## config.mk

```make
export PLATFORM = sky130hd
export DESIGN_NAME = fpu_op_sequencer
export DESIGN_NICKNAME = d
export VERILOG_FILES = /design/src/rtl/fpu_op_sequencer.sv
export SDC_FILE = /design/constraint.sdc
export NUM_CORES = 1
export LEC_CHECK = 0
export ABC_CLOCK_PERIOD_IN_PS = 3400
export BUFFER_PORTS_ARGS = -buffer_cell sky130_fd_sc_hd__buf_2
export CORE_MARGIN = 3
export CORE_UTILIZATION = 49
export DETAILED_ROUTE_END_ITERATION = 8
export PLACE_DENSITY = 0.95
export SETUP_SLACK_MARGIN = 0.3
export SYNTH_ARGS = -nofsm -noshare
export SYNTH_HDL_FRONTEND = slang
export SYNTH_SLANG_ARGS = --single-unit
```

## constraint.sdc

```tcl
create_clock -name clk -period 3.4 [get_ports clk]
set_input_delay 0.68 -clock clk [delete_from_list [all_inputs] [get_ports clk]]
set_output_delay 0.68 -clock clk [all_outputs]
set_load 0.005 [all_outputs]
```

## src/rtl/fpu_op_sequencer.sv

```systemverilog
// Sequences single-precision commands through an external combinational FPU:
// registers operands, waits one settle cycle, captures result/flags and holds them until consumed.
module fpu_op_sequencer (
  input  logic        clk,
  input  logic        rst,
  input  logic        in_valid,
  output logic        in_ready,
  input  logic [31:0] in_a,
  input  logic [31:0] in_b,
  input  logic [1:0]  in_oper,
  output logic [31:0] alu_input1,
  output logic [31:0] alu_input2,
  output logic [1:0]  alu_oper,
  input  logic [31:0] alu_result,
  input  logic        alu_overflow,
  input  logic        alu_underflow,
  input  logic        alu_exception,
  output logic        out_valid,
  input  logic        out_ready,
  output logic [31:0] out_result,
  output logic [2:0]  out_flags,
  output logic [1:0]  out_oper,
  output logic [2:0]  sticky_flags,
  input  logic        sticky_clr,
  output logic [15:0] op_count,
  output logic        busy
);

  typedef enum logic [1:0] {StIdle, StExec, StDone} state_e;

  state_e      r_state;
  logic [31:0] r_alu_input1;
  logic [31:0] r_alu_input2;
  logic [1:0]  r_alu_oper;
  logic [31:0] r_out_result;
  logic [2:0]  r_out_flags;
  logic [1:0]  r_out_oper;
  logic [2:0]  r_sticky_flags;
  logic [15:0] r_op_count;
  logic        r_out_valid;
  logic        r_busy;

  logic        w_accept;
  logic        w_capture;
  logic [2:0]  w_alu_flags;

  // A held result frees the slot in the same cycle it is consumed.
  assign in_ready    = (r_state == StIdle) || ((r_state == StDone) && out_ready);
  assign w_accept    = in_valid && in_ready;
  assign w_capture   = (r_state == StExec);
  assign w_alu_flags = {alu_overflow, alu_underflow, alu_exception};

  always_ff @(posedge clk) begin
    if (rst) begin
      r_state        <= StIdle;
      r_alu_input1   <= 32'h0000_0000;
      r_alu_input2   <= 32'h0000_0000;
      r_alu_oper     <= 2'b00;
      r_out_result   <= 32'h0000_0000;
      r_out_flags    <= 3'b000;
      r_out_oper     <= 2'b00;
      r_sticky_flags <= 3'b000;
      r_op_count     <= 16'h0000;
      r_out_valid    <= 1'b0;
      r_busy         <= 1'b0;
    end else begin
      if (w_accept) begin
        r_alu_input1 <= in_a;
        r_alu_input2 <= in_b;
        r_alu_oper   <= in_oper;
      end
      if (w_capture) begin
        r_out_result <= alu_result;
        r_out_flags  <= w_alu_flags;
        r_out_oper   <= r_alu_oper;
        r_op_count   <= r_op_count + 16'd1;
      end
      // Flags captured this cycle survive a coincident clear.
      r_sticky_flags <= (sticky_clr ? 3'b000 : r_sticky_flags) |
                        (w_capture ? w_alu_flags : 3'b000);

      case (r_state)
        StIdle: begin
          if (w_accept) begin
            r_state <= StExec;
            r_busy  <= 1'b1;
          end
        end
        StExec: begin
          r_state     <= StDone;
          r_out_valid <= 1'b1;
          r_busy      <= 1'b1;
        end
        StDone: begin
          if (out_ready) begin
            r_out_valid <= 1'b0;
            if (in_valid) begin
              r_state <= StExec;
              r_busy  <= 1'b1;
            end else begin
              r_state <= StIdle;
              r_busy  <= 1'b0;
            end
          end
        end
        default: begin
          r_state     <= StIdle;
          r_out_valid <= 1'b0;
          r_busy      <= 1'b0;
        end
      endcase
    end
  end

  assign alu_input1   = r_alu_input1;
  assign alu_input2   = r_alu_input2;
  assign alu_oper     = r_alu_oper;
  assign out_valid    = r_out_valid;
  assign out_result   = r_out_result;
  assign out_flags    = r_out_flags;
  assign out_oper     = r_out_oper;
  assign sticky_flags = r_sticky_flags;
  assign op_count     = r_op_count;
  assign busy         = r_busy;

endmodule

```

==> impl_metrics.py <==
metrics = {
    "timing": {
        "fmax_ghz": 0.480,
        "rsz0062_at_grt": "false",
        "tightest_slew_ns": 1.11,
        "setup_ws_ns": 1.31,
        "tns_ns": 0,
        "fin_crit_sh": 0.613,
        "min_period_ns": 2.09,
        "clock_skew_ns": 0.00615,
        "setup_viol": 0,
        "hold_viol": 0,
        "finalMaxSlewViolations": 0,
        "slew_headroom": 0.259,
    },
    "placement": {
        "gp_congestion": 0.828,
        "post-place-ws_ns": 1.10,
        "hpwl_mm": 8.76,
        "io_buffer_count": 230,
    },
    "pwr": {
        "p_sw_w": 0.000882,
        "cellLeakagePower_nw": 2.96,
        "swShare": 0.237,
        "vdd_ir_drop_max_mv": 0.406,
        "p_int_w": 0.00284,
        "powerDensity_mw_per_mm2": 592,
        "clockPowerShare": 0.484,
        "combPwrFrac": 0.088,
        "pwr-share-seq": 0.428,
    },
    "global_routing": {
        "grt-ovfl-total": 0,
        "antenna_found_initial": 0,
        "grtUsageMet3": 0.0717,
        "grt_pass1_vias": 4204,
        "grt_max_degree": 68,
        "track_usage": 0.231,
        "busiest_layer": "met2",
        "grt_pass1_wl_mm": 19.2,
        "use_met2": 0.413,
        "use_met1": 0.259,
    },
    "clocking": {
        "cts_resized": 0,
        "clkLatencyLatePin_ns": 0.50,
        "clock-sinks": 126,
        "cts_buffers": 17,
        "hold_buffers": 0,
        "htree_levels": 4,
        "clk_path_buf_depth": 2,
        "root_buffer": "clkbuf_8",
        "cts_tree": "done",
        "cts_setup_buffers": 0,
        "clkTransAtPathRegs_ns": 0.06,
    },
    "die": {
        "die_area_sq_mm": 0.0104,
        "rows": 34,
        "ios": 231,
        "coreArea_sq_mm": 0.00885,
        "die_w_um": 102,
        "die_height_um": 102,
        "start_util": 0.510,
    },
    "yosys": {
        "synth_top_cell_area_share": 0.559,
        "ys_warn_count": 0,
        "synth_area_per_cell_sq_um": 7.99,
        "synthFlopType": "dfxtp_1",
        "ys_top_cells_by_area": "dfxtp_1 56%, nand2_1 18%, a21oi_1 13%",
        "syn_area_sq_mm": 0.00452,
        "synth.most_common_cell": "nand2_1",
        "ys_seq_area_frac": 0.559,
        "synth_fp_nets": 672,
        "netlist.top_cell.by_area": "dfxtp_1",
        "synth_cell_types": 31,
        "synthCells": 565,
        "synth-async-reset-ratio": 0,
        "synth-seq-cells": 126,
        "synth_edf_count": 0,
        "synthTopCellsByCount": "214 x nand2_1, 126 x dfxtp_1, 115 x a21oi_1",
    },
    "setup_path": {
        "crit_required_ns": 2.72,
        "cp-end-kind": "primary output",
        "worstPathCellList": "nor2b_1 > nor2_1 > buf_2",
        "arrival_ns": 1.41,
        "worstPathMaxFanout": 9,
        "start_kind": "register",
        "worst-setup-path-type": "register to primary output",
        "slowest_delay_ns": 0.51,
        "reg2reg_slack_ns": 1.44,
        "crit_slowest_cell": "dfxtp_1",
    },
    "drt": {
        "antenna_left": 0,
        "wl_per_cell_um": 13.8,
        "wl_mm": 12.4,
        "dr.first_iter.drc_count": 154,
        "vias_per_cell": 5.01,
        "route.detailed.drc": 0,
        "num_vias": 4518,
        "firstDrtPassIters": 5,
    },
    "finish": {
        "area_growth_pct": 39.3,
        "n_antenna_cell": 0,
        "drive_gt1_frac": 0.345,
        "fin_nets": 888,
        "fill_cells": 733,
    },
    "worst_hold_path": {
        "min_path_type": "input pin to register",
    },
    "flow_run": {
        "max-cap-violations": 0,
    },
    "status": {
        "outcome": "complete, no violations",
    },
}
-- logic make-up (layout without fill, tap and decap cells) --
logic type | Yosys count | after routing | synth area share
buf+inv | 40 | 269 | 0.0366
fa+ha+maj | 1 | 1 | 0.00277
flops | 126 | 126 | 0.559
simple gates | 266 | 266 | 0.247
compound gates | 124 | 124 | 0.139
xor+xnor | 8 | 8 | 0.0155
-- power by group through the flow --
stage	sequential [W]	combinational (W)	clock [W]
after floorplan	0.00163	0.000158	0
after global placement	0.00162	0.000325	0
after detailed placement	0.00162	0.000331	0
after CTS	0.00159	0.000333	0.00183
after global routing	0.00160	0.000373	0.00191
final	0.00159	0.000329	0.00180
-- flip-flops by register name, summed over array words and instances, names as in the netlist --
register,flops
busy,1
alu_input1,32
out_valid,1
r_state,2
alu_input2,32
alu_oper,2
sticky_flags,3
op_count,16
out_oper,2
out_result,32
out_flags,3
-- path summary, 6_finish.rpt --
path / from / endpoint / cells after the start
max: r_state[1]$_SDFFE_PP0P_ / in_ready / 3
min: in_b[30] / alu_input2[30]$_SDFFE_PP0P_ / 3
max reg2reg: r_state[0]$_SDFFE_PP0P_ / alu_input1[28]$_SDFFE_PP0P_ / 5
min reg2reg: out_result[30]$_SDFFE_PP0N_ / out_result[30]$_SDFFE_PP0N_ / 2
-- layer usage --
layer,routed length [um],part of all wire
met1,4810,0.39
met2,6500,0.52
met3,834,0.067
met4,268,0.022
met5,0,0
-- layout make-up --
| class | count | area, sq um | share of cell area |
|---|---|---|---|
| clock buffer | 20 | 435 | 0.0692 |
| timing repair buffer | 235 | 1190 | 0.189 |
| inverter | 2 | 7.51 | 0.00119 |
| tap | 108 | 135 | 0.0215 |
| multi-input combinational | 399 | 1840 | 0.292 |
| clock inverter | 12 | 161 | 0.0257 |
| sequential | 126 | 2520 | 0.401 |
-- metrics by stage --
stage | util | cell area, sq um | hold slack [ns] | std cells | total power [W]
6_report | 0.711 | 6290 | 0.413 | 902 | 0.00372
5_1_grt | 0.711 | 6290 | 0.392 | 902 | 0.00388
4_1_cts | 0.711 | 6290 | 0.391 | 902 | 0.00375
3_5_place_dp | 0.643 | 5690 | 0.443 | 870 | 0.00196
3_3_place_gp | 0.643 | 5690 | 0.439 | 870 | 0.00194
2_1_floorplan | - | 4520 | 0.453 | 565 | 0.00179
-- cell usage in the layout, fill, tap and decap left out, drive strengths merged, types with 2 or more instances in the layout --
cell type / Yosys / routed
a21oi: 115 / 115
buf: 14 / 235
bufinv: 0 / 3
clkbuf: 24 / 20
clkinv: 0 / 4
clkinvlp: 0 / 3
dfxtp: 126 / 126
inv: 2 / 4
nand2: 214 / 214
nand2b: 5 / 5
nand3: 5 / 5
nand3b: 2 / 2
nand4: 4 / 4
nor2: 16 / 16
nor2b: 4 / 4
nor3: 3 / 3
o21ai: 7 / 7
or3: 7 / 7
xnor2: 3 / 3
xor2: 5 / 5
-- critical path, delay by kind of cell (launching register included) --
kind          cells  cell delay (ns)
flops             1             0.51
simple gates      2             0.26
buf+inv           1             0.14
(Power assumes the default switching activity.)
